==> src/rtl/fft_pipe_pkg.sv <==
// rtl/fft_pipe_pkg.sv - shared constants, state codes and token type for the FFT pipeline sequencer
package fft_pipe_pkg;

    localparam int LANES           = 32;
    localparam int NSTAGE_DEF      = 5;
    localparam int FRAME_BEATS_DEF = 8;
    localparam int BW_DEF          = 3;

    localparam logic [2:0] ST_IDLE  = 3'd0;
    localparam logic [2:0] ST_RUN   = 3'd1;
    localparam logic [2:0] ST_DRAIN = 3'd2;
    localparam logic [2:0] ST_DONE  = 3'd3;
    localparam logic [2:0] ST_FLUSH = 3'd4;

    // Beat index travels beside this struct so its width can follow the BW parameter.
    typedef struct packed {
        logic valid;
        logic sof;
        logic eof;
    } tok_flags_t;

    function automatic logic start_is_error(input logic [2:0] st);
        return (st == ST_RUN) || (st == ST_DRAIN) || (st == ST_DONE);
    endfunction

endpackage

==> src/rtl/fft_tok_shift.sv <==
// rtl/fft_tok_shift.sv - token shift register that mirrors the datapath bank chain, one slot per bank
module fft_tok_shift
    import fft_pipe_pkg::*;
#(
    parameter int NSTAGE = NSTAGE_DEF,
    parameter int BW     = BW_DEF
) (
    input  logic                 clk,
    input  logic                 clr,
    input  logic                 in_valid,
    input  logic                 in_sof,
    input  logic                 in_eof,
    input  logic [BW-1:0]        in_beat,
    output logic [NSTAGE-1:0]    stage_valid,
    output logic [NSTAGE*BW-1:0] stage_beat,
    output logic                 out_valid,
    output logic                 out_sof,
    output logic                 out_eof
);

    tok_flags_t        tok_q  [NSTAGE];
    tok_flags_t        tok_d  [NSTAGE];
    logic [BW-1:0]     beat_q [NSTAGE];
    logic [BW-1:0]     beat_d [NSTAGE];

    always_comb begin
        tok_d[0]  = '{valid: in_valid, sof: in_sof, eof: in_eof};
        beat_d[0] = in_valid ? in_beat : '0;
        for (int k = 1; k < NSTAGE; k++) begin
            tok_d[k]  = tok_q[k-1];
            beat_d[k] = beat_q[k-1];
        end
        if (clr) begin
            for (int k = 0; k < NSTAGE; k++) begin
                tok_d[k]  = '0;
                beat_d[k] = '0;
            end
        end
    end

    always_ff @(posedge clk) begin
        tok_q  <= tok_d;
        beat_q <= beat_d;
    end

    always_comb begin
        for (int k = 0; k < NSTAGE; k++) begin
            stage_valid[k]          = tok_q[k].valid;
            stage_beat[k*BW +: BW]  = beat_q[k];
        end
        out_valid = tok_q[NSTAGE-1].valid;
        out_sof   = tok_q[NSTAGE-1].sof;
        out_eof   = tok_q[NSTAGE-1].eof;
    end

endmodule

==> src/rtl/fft_pipe_ctrl.sv <==
// rtl/fft_pipe_ctrl.sv - frame sequencer: tags beats through the bank chain, clears banks, counts frames
module fft_pipe_ctrl
    import fft_pipe_pkg::*;
#(
    parameter int NSTAGE      = NSTAGE_DEF,
    parameter int FRAME_BEATS = FRAME_BEATS_DEF,
    parameter int BW          = BW_DEF,
    parameter int FCW         = 16
) (
    input  logic                 clk,
    input  logic                 rstb,
    input  logic                 start,
    input  logic                 flush,
    input  logic                 in_valid,
    output logic                 in_ready,
    output logic [NSTAGE-1:0]    stage_rstb,
    output logic [NSTAGE-1:0]    stage_valid,
    output logic [NSTAGE*BW-1:0] stage_beat,
    output logic                 out_valid,
    output logic                 out_sof,
    output logic                 out_eof,
    output logic                 busy,
    output logic                 done,
    output logic [FCW-1:0]       frame_cnt,
    output logic                 err_overrun,
    output logic                 err_start
);

    logic [2:0]        state_q, state_d;
    logic [BW-1:0]     cnt_q, cnt_d;
    logic              in_ready_q, in_ready_d;
    logic [NSTAGE-1:0] stage_rstb_q, stage_rstb_d;
    logic              busy_q, busy_d;
    logic              done_q, done_d;
    logic [FCW-1:0]    frame_cnt_q, frame_cnt_d;
    logic              err_overrun_q, err_overrun_d;
    logic              err_start_q, err_start_d;

    logic accept;
    logic last_beat;
    logic tok_clr;

    always_comb begin
        accept    = in_ready_q && in_valid && !flush;
        last_beat = (cnt_q == BW'(FRAME_BEATS - 1));

        state_d = state_q;
        cnt_d   = cnt_q;
        if (flush) begin
            state_d = ST_FLUSH;
        end else begin
            case (state_q)
                ST_IDLE: begin
                    if (start) begin
                        state_d = ST_RUN;
                        cnt_d   = '0;
                    end
                end
                ST_RUN: begin
                    if (accept) begin
                        cnt_d = last_beat ? '0 : cnt_q + BW'(1);
                        if (last_beat) state_d = ST_DRAIN;
                    end
                end
                ST_DRAIN: begin
                    if (out_valid && out_eof) state_d = ST_DONE;
                end
                ST_DONE:  state_d = ST_IDLE;
                ST_FLUSH: state_d = ST_IDLE;
                default:  state_d = ST_IDLE;
            endcase
        end

        in_ready_d    = (state_d == ST_RUN);
        busy_d        = (state_d != ST_IDLE);
        done_d        = (state_d == ST_DONE);
        stage_rstb_d  = {NSTAGE{state_d != ST_FLUSH}};
        frame_cnt_d   = frame_cnt_q;
        if ((state_d == ST_DONE) && (state_q != ST_DONE)) frame_cnt_d = frame_cnt_q + FCW'(1);

        // A start that loses to flush is not an error, even mid-frame.
        err_overrun_d = err_overrun_q | (in_valid && !in_ready_q);
        err_start_d   = err_start_q | (start && !flush && start_is_error(state_q));
    end

    always_ff @(posedge clk) begin
        if (!rstb) begin
            state_q       <= ST_IDLE;
            cnt_q         <= '0;
            in_ready_q    <= 1'b0;
            stage_rstb_q  <= '0;
            busy_q        <= 1'b0;
            done_q        <= 1'b0;
            frame_cnt_q   <= '0;
            err_overrun_q <= 1'b0;
            err_start_q   <= 1'b0;
        end else begin
            state_q       <= state_d;
            cnt_q         <= cnt_d;
            in_ready_q    <= in_ready_d;
            stage_rstb_q  <= stage_rstb_d;
            busy_q        <= busy_d;
            done_q        <= done_d;
            frame_cnt_q   <= frame_cnt_d;
            err_overrun_q <= err_overrun_d;
            err_start_q   <= err_start_d;
        end
    end

    // Tokens are wiped on the same edge that asserts the bank clears, so tags never outlive data.
    assign tok_clr = !rstb || (state_d == ST_FLUSH);

    fft_tok_shift #(
        .NSTAGE (NSTAGE),
        .BW     (BW)
    ) u_tok_shift (
        .clk         (clk),
        .clr         (tok_clr),
        .in_valid    (accept),
        .in_sof      (accept && (cnt_q == '0)),
        .in_eof      (accept && last_beat),
        .in_beat     (cnt_q),
        .stage_valid (stage_valid),
        .stage_beat  (stage_beat),
        .out_valid   (out_valid),
        .out_sof     (out_sof),
        .out_eof     (out_eof)
    );

    assign in_ready    = in_ready_q;
    assign stage_rstb  = stage_rstb_q;
    assign busy        = busy_q;
    assign done        = done_q;
    assign frame_cnt   = frame_cnt_q;
    assign err_overrun = err_overrun_q;
    assign err_start   = err_start_q;

endmodule

==> config.mk <==
export PLATFORM = sky130hd
export DESIGN_NAME = fft_pipe_ctrl
export DESIGN_NICKNAME = d
export VERILOG_FILES = /design/src/rtl/fft_pipe_pkg.sv /design/src/rtl/fft_tok_shift.sv /design/src/rtl/fft_pipe_ctrl.sv
export SDC_FILE = /design/constraint.sdc
export NUM_CORES = 1
export LEC_CHECK = 0
export ABC_AREA = 0
export BUFFER_PORTS_ARGS = -buffer_cell sky130_fd_sc_hd__buf_2
export CORE_AREA = 2 2 66 68
export DETAILED_ROUTE_END_ITERATION = 6
export DIE_AREA = 0 0 68 70
export PLACE_DENSITY = 0.89
export SYNTH_ARGS = -nofsm -noshare
export SYNTH_HDL_FRONTEND = slang
export SYNTH_SLANG_ARGS = --single-unit
export TNS_END_PERCENT = 30
==> constraint.sdc <==
create_clock -name clk -period 4.43 [get_ports clk]
set_clock_uncertainty 0.1 [all_clocks]
set_input_delay 0.443 -clock clk [delete_from_list [all_inputs] [get_ports clk]]
set_output_delay 0.443 -clock clk [all_outputs]
set_load 0.005 [all_outputs]
==> results of run 1 <==
==> power by group <==
group          internal (mW)  switching [mW]  leakage [nW]
clock network          0.402           0.194         0.126
registers              0.525         0.00328         0.468
logic                0.00938          0.0191         0.642
==> per-stage QoR <==
stage | cell area, µm² | std cells
2_1_floorplan | 2130 | 221
3_3_place_gp | 2340 | 306
3_5_place_dp | 2340 | 306
4_1_cts | 2590 | 321
5_1_grt | 2590 | 321
6_report | 2590 | 321
==> cell families (layout without fill, tap and decap cells) <==
group | Yosys count | after routing
compound gates | 28 | 28
simple gates | 97 | 97
buf+inv | 28 | 76
fa+ha+maj | 4 | 4
xor+xnor | 6 | 6
flops | 58 | 58
==> layout by cell type (no fill, tap or decap), drive strengths merged, types with 2 or more instances in the layout <==
cell type / count
a21oi: 13
and2: 4
and3: 25
and4: 3
buf: 53
bufinv: 3
clkbuf: 11
dfxtp: 58
ha: 4
inv: 8
nand2: 9
nand2b: 5
nand3: 8
nand4: 4
nor2: 16
nor2b: 2
nor3: 3
nor4: 3
o21ai: 8
or3: 6
or4: 4
xnor2: 4
xor2: 2
==> per-layer routing <==
metal | up-vias | global-route usage (%)
li1 | 845 | -
met1 | 772 | 24.4
met2 | 42 | 27.4
met3 | 4 | 7.25
met4 | 0 | 7.56
met5 | - | 0
==> sequential cells by signal (all words and copies together) (netlist names), 3 cells and up <==
signal / cells
cnt_q: 3
u_tok_shift.stage_beat: 15
u_tok_shift.stage_valid: 4
u_tok_shift.tok_q: 8
frame_cnt: 16
state_q: 3
==> layout make-up <==
| class | count | area, µm² |
|---|---|---|
| inverter | 8 | 30.0 |
| fill | 324 | 1550 |
| multi-input combinational | 135 | 818 |
| sequential | 58 | 1160 |
| timing repair buffer | 53 | 265 |
| clock buffer | 11 | 151 |
| clock inverter | 4 | 98.8 |
| tap | 52 | 65.1 |
==> critical path, delay by kind of cell (launching register included) <==
| kind | cells | cell delay, ps |
|---|---|---|
| and+or+nand+nor | 3 | 1490 |
| DFF | 1 | 440 |
| AOI/OAI and AO/OA | 1 | 150 |
==> synthesized netlist by cell type (all sizes together) (5+ instances only) <==
cell type  number
o21ai           8
clkbuf          7
nor2           16
inv             8
a21oi          13
nand2b          5
buf            13
and3           25
nand3           8
or3             6
nand2           9
dfxtp          58
==> worst min-delay path by stage <==
stage                                          startpoint                         endpoint  slack (ps)  cells after the start
after global placement    u_tok_shift.tok_q[4]$_SDFF_PP0_   u_tok_shift.out_sof$_SDFF_PP0_         350                      1
after detailed placement  u_tok_shift.tok_q[9]$_SDFF_PP0_  u_tok_shift.tok_q[6]$_SDFF_PP0_         350                      1
after global routing                             in_valid           err_overrun$_SDFF_PN0_         290                      3
after CTS                                        in_valid           err_overrun$_SDFF_PN0_         290                      3
after floorplan           u_tok_shift.tok_q[3]$_SDFF_PP0_   u_tok_shift.out_eof$_SDFF_PP0_         340                      1
final                                            in_valid           err_overrun$_SDFF_PN0_         300                      3
==> results_dict.tcl, run 1 <==
set metrics [dict create \
    highest-signal-layer "met4" \
    gp_congestion 0.815 \
    cts_sinks 58 \
    cts_resized 0 \
    htree_levels 3 \
    synth_top_family_by_area "simple AND/OR/NAND/NOR gates" \
    rsz0062_at_grt "no" \
    arrival_ps 2400 \
    route.met2.wl_mm 1.90 \
    finalHoldViolCount 0 \
    wirelength_mm 4.05 \
    antenna_found_initial 0 \
    areaGrowthSynthToFinish_pct 21.7 \
    cts_hold_buf 0 \
    drtPass1Iterations 4 \
    pre_cts_ws_ps 2050 \
    status "finished, final reports clean" \
    drv_cap 0 \
    yosys.area_share.adder_pct 2.35 \
    fp.coreArea_um2 4140 \
    fmax_mhz 443 \
    start_util_pct 51.4 \
    slowest_delay_ps 730 \
    grt_pass1_wl_mm 6.59 \
    slew_headroom_pct 49.1 \
    setup_viol 0 \
    yosysWarnings 0 \
    layout-drive-gt1-share_pct 26.0 \
    post-dp-hpwl_mm 2.69 \
    synth_async_sr_flop_share_pct 0 \
    wl_met3_um 197 \
    cts_setup_buffers 0 \
    synth_cell_types 37 \
    startpoint "state_q[1]$_SDFF_PN0_" \
    ys_seq_elements 58 \
    crit_path_max_fanout 9 \
    grt_pass1_vias 1421 \
    drc 0 \
    dieArea_um2 4760 \
    drt-initial-drc-count 87 \
    port_buffers 53 \
    endpoint "frame_cnt[15]$_SDFFE_PN0P_" \
    synth_compound_area_share_pct 7.58 \
    m1WireLength_mm 1.92 \
    overflow 0 \
    synthXorXnorAreaFrac_pct 2.47 \
    synthFlopType "dfxtp_1" \
    yosysTopAreaCellShare_pct 54.6 \
    whs_ps 303 \
    cp-end-kind "register" \
    clockRootBuffer "clkbuf_8" \
    reg2reg_from "state_q[1]$_SDFF_PN0_" \
    layout_setup_ws_ps 2170 \
    synth_cells 221 \
    crit_chain "nand4b_1 -> or4_1 -> or4_1 -> a21oi_1" \
    critPathKind "reg -> reg" \
    num_rows 24 \
    via_count 1663 \
    wl_per_cell_um 12.6 \
    grt_max_degree 30 \
    crit_path_frequent_cell "or4_1" \
    worstSetupStartpointType "register" \
    fin_total_pwr_mw 1.15 \
    required_ps 4570 \
    slowest_stage "or4_1" \
    setup-tns-final_ps 0 \
    cellPowerDensity_nw_per_um2 445 \
    slew_viol_final 0 \
    path_clk_slew_ps 60 \
    syn_area_per_cell_um2 9.63 \
    fin_crit_ps 2260 \
    final_nets 274 \
    vdd_drop_max_mv 0.245 \
    synth_area_leaders "dfxtp_1 (55%), and3_1 (7.3%), buf_4 (3.2%), a21oi_1 (3.1%), nor2_1 (2.8%)" \
    grt_usage_pct 18.7 \
    timing.rr.end "frame_cnt[15]$_SDFFE_PN0P_" \
    clkLatencyLatePin_ps 320 \
    leakage_nw 1.24 \
    synth_mux_area_share_pct 0 \
    die_h_um 70 \
    ant_nets 0 \
    min_period_over_period_pct 51.0 \
    synth_simple_gate_area_share_pct 26.0 \
    cts.path.max_buffers 2 \
    synth_edf_count 0 \
    yosysTopAreaCell "dfxtp_1" \
    numCtsBuffers 9 \
    die_w_um 68 \
    cts_tree "done" \
    io_pins 54 \
    syn_nets 230 \
    regToRegSetupSlack_ps 2170 \
    viasPerCell 5.18 \
    tightest_slew_ps 762 \
    ff2ff_path_depth 4 \
    min_path_type "in -> reg" \
    diodes 0 \
    syn_area_um2 2130 \
    ys_seq_area_share_pct 54.6 \
    final_util_pct 62.5 \
]
Power figures use the tool's default switching activity.
==> run 2, diff against run 1 <==
--- a/config.mk
+++ b/config.mk
@@ -7,10 +7,10 @@
 export LEC_CHECK = 0
 export ABC_AREA = 0
 export BUFFER_PORTS_ARGS = -buffer_cell sky130_fd_sc_hd__buf_2
-export CORE_AREA = 2 2 66 68
+export CORE_AREA = 2 2 72 74
 export DETAILED_ROUTE_END_ITERATION = 6
-export DIE_AREA = 0 0 68 70
-export PLACE_DENSITY = 0.89
+export DIE_AREA = 0 0 74 76
+export PLACE_DENSITY = 0.81
 export SYNTH_ARGS = -nofsm -noshare
 export SYNTH_HDL_FRONTEND = slang
 export SYNTH_SLANG_ARGS = --single-unit
==> constraint.sdc (replaced) <==
create_clock -name clk -period 1.96 [get_ports clk]
set_clock_uncertainty 0.1 [all_clocks]
set_input_delay 0.196 -clock clk [delete_from_list [all_inputs] [get_ports clk]]
set_output_delay 0.196 -clock clk [all_outputs]
set_load 0.005 [all_outputs]
==> run 2 against run 1 <==
First-iteration DRC count increased by 11%; cell count grew 9.7%; utilization shrank 7.3 points; critical path depth unchanged; non-clock buffer count grew 12; largest power group unchanged; die area up 18%; largest cell class unchanged; via count grew 4.4%.
==> results_dict.tcl, run 2 (same netlist as run 1, synthesis figures left out) <==
set metrics [dict create \
    leakage_nw 1.30 \
    slew_headroom_pct 76.5 \
    pre_cts_ws_ps 48.4 \
    die_h_um 76 \
    viasPerCell 4.93 \
    seqCellArea_um2 1160 \
    ant_nets 0 \
    rsz0062_at_grt "no" \
    grt_pass1_wl_mm 7.46 \
    critPathKind "reg -> reg" \
    cts_resized 0 \
    layout_setup_ws_ps 78.1 \
    required_ps 2130 \
    areaGrowthSynthToFinish_pct 27.3 \
    final_nets 286 \
    cts.path.max_buffers 2 \
    die_w_um 74 \
    wl_per_cell_um 12.2 \
    hold_end "err_overrun$_SDFF_PN0_" \
    drc 0 \
    fin_crit_ps 1880 \
    drtPass1Iterations 4 \
    layout-drive-gt1-share_pct 31.6 \
    post-dp-hpwl_mm 3.00 \
    crit_path_max_fanout 9 \
    clockRootBuffer "clkbuf_8" \
    drv_cap 0 \
    cp-end-kind "register" \
    fill_cells 417 \
    path_clk_slew_ps 70 \
    cts_tree "done" \
    setup-tns-final_ps 0 \
    drt-initial-drc-count 97 \
    start_util_pct 43.3 \
    fmax_mhz 531 \
    multiInputGateArea_um2 833 \
    timing.rr.end "frame_cnt[15]$_SDFFE_PN0P_" \
    htree_levels 3 \
    largest_reg_flops 16 \
    gp_congestion 0.814 \
    grt_max_degree 28 \
    via_count 1737 \
    fp.coreArea_um2 4910 \
    min_path_type "in -> reg" \
    status "finished, final reports clean" \
    dieArea_um2 5620 \
    setup_viol 0 \
    fin_total_pwr_mw 2.59 \
    cts_sinks 58 \
    antenna_found_initial 0 \
    io_pins 54 \
    num_rows 26 \
    diodes 0 \
    grt_pass1_vias 1688 \
    reg2reg_from "state_q[0]$_SDFF_PN0_" \
    arrival_ps 2050 \
    wirelength_mm 4.28 \
    overflow 0 \
    cts_hold_buf 0 \
    slew_viol_final 0 \
    tightest_slew_ps 350 \
    cts_setup_buffers 0 \
    cellPowerDensity_nw_per_um2 956 \
    regToRegSetupSlack_ps 80 \
    vdd_drop_max_mv 0.397 \
    worstSetupStartpointType "register" \
    clkLatencyLatePin_ps 330 \
    hp-start "in_valid" \
    final_util_pct 55.2 \
    min_period_over_period_pct 96.0 \
    final_cell_mix "dfxtp_1 (56), buf_2 (53), and3_1 (25)" \
    final_common_cell "dfxtp_1" \
    holdPathStages 3 \
    ff2ff_path_depth 4 \
    numCtsBuffers 9 \
    port_buffers 53 \
    grt_usage_pct 17.0 \
    finalHoldViolCount 0 \
]
[run 2: cell count changes in the layout (fill, tap and decap cells not counted)]
| cell | before | now |
|---|---|---|
| dfxtp_1 | 58 | 56 |
| clkbuf_8 | 11 | 9 |
| or4_4 | 0 | 3 |
| clkinv_2 | 0 | 2 |
| or4_1 | 4 | 1 |
| clkinvlp_4 | 0 | 1 |
| dfxtp_2 | 0 | 2 |
| a21oi_1 | 13 | 12 |
| a21oi_2 | 0 | 1 |
| inv_6 | 0 | 1 |
| clkinv_4 | 1 | 0 |
| buf_4 | 0 | 12 |
[run 2: final cells by class]
cell class / instances / area share [%]
clock buffers: 9 / 4.57
clock inverters: 7 / 4.29
inverters: 8 / 1.11
multi-input cells: 135 / 30.7
flip-flops and latches: 58 / 42.9
well taps: 70 / 3.23
repair buffers: 65 / 13.1
[run 2: worst max-delay path by stage]
| stage | slack (ps) | startpoint | end | depth (start not counted) |
|---|---|---|---|---|
| floorplan | -30 | state_q[2]$_SDFF_PN0_ | frame_cnt[15]$_SDFFE_PN0P_ | 6 |
| global placement | 120 | state_q[2]$_SDFF_PN0_ | frame_cnt[14]$_SDFFE_PN0P_ | 4 |
| detailed placement | 50 | state_q[2]$_SDFF_PN0_ | frame_cnt[15]$_SDFFE_PN0P_ | 4 |
| CTS | 30 | state_q[2]$_SDFF_PN0_ | frame_cnt[15]$_SDFFE_PN0P_ | 4 |
| global route | 10 | state_q[0]$_SDFF_PN0_ | frame_cnt[15]$_SDFFE_PN0P_ | 4 |
| finish | 80 | state_q[0]$_SDFF_PN0_ | frame_cnt[15]$_SDFFE_PN0P_ | 4 |
[run 2: per-stage QoR]
stage | hold WS, ps | cell area [µm²] | std cells
3_5_place_dp | 353 | 2460 | 336
5_1_grt | 72.3 | 2710 | 352
6_report | 52.0 | 2710 | 352
4_1_cts | 35.1 | 2700 | 352
3_3_place_gp | 347 | 2460 | 336
2_1_floorplan | 235 | 2140 | 221
[run 2: critical path, stage by stage (launching register included)]
cell and delay [ps]:
dfxtp_1 320, nand4b_1 230, or4_4 610, or4_4 430
a21oi_2 120
[run 2: report_power, final]
group	switching (mW)	internal [mW]
logic	0.0457	0.0292
clock network	0.479	0.843
registers	0.00644	1.19
[run 2: layer usage]
layer	wire, µm	part of all wire (%)	track usage, %
met4	94	2.2	9.27
met3	200	4.7	4.89
met1	1900	44	20.9
met2	2090	49	26.4
met5	0	0	0
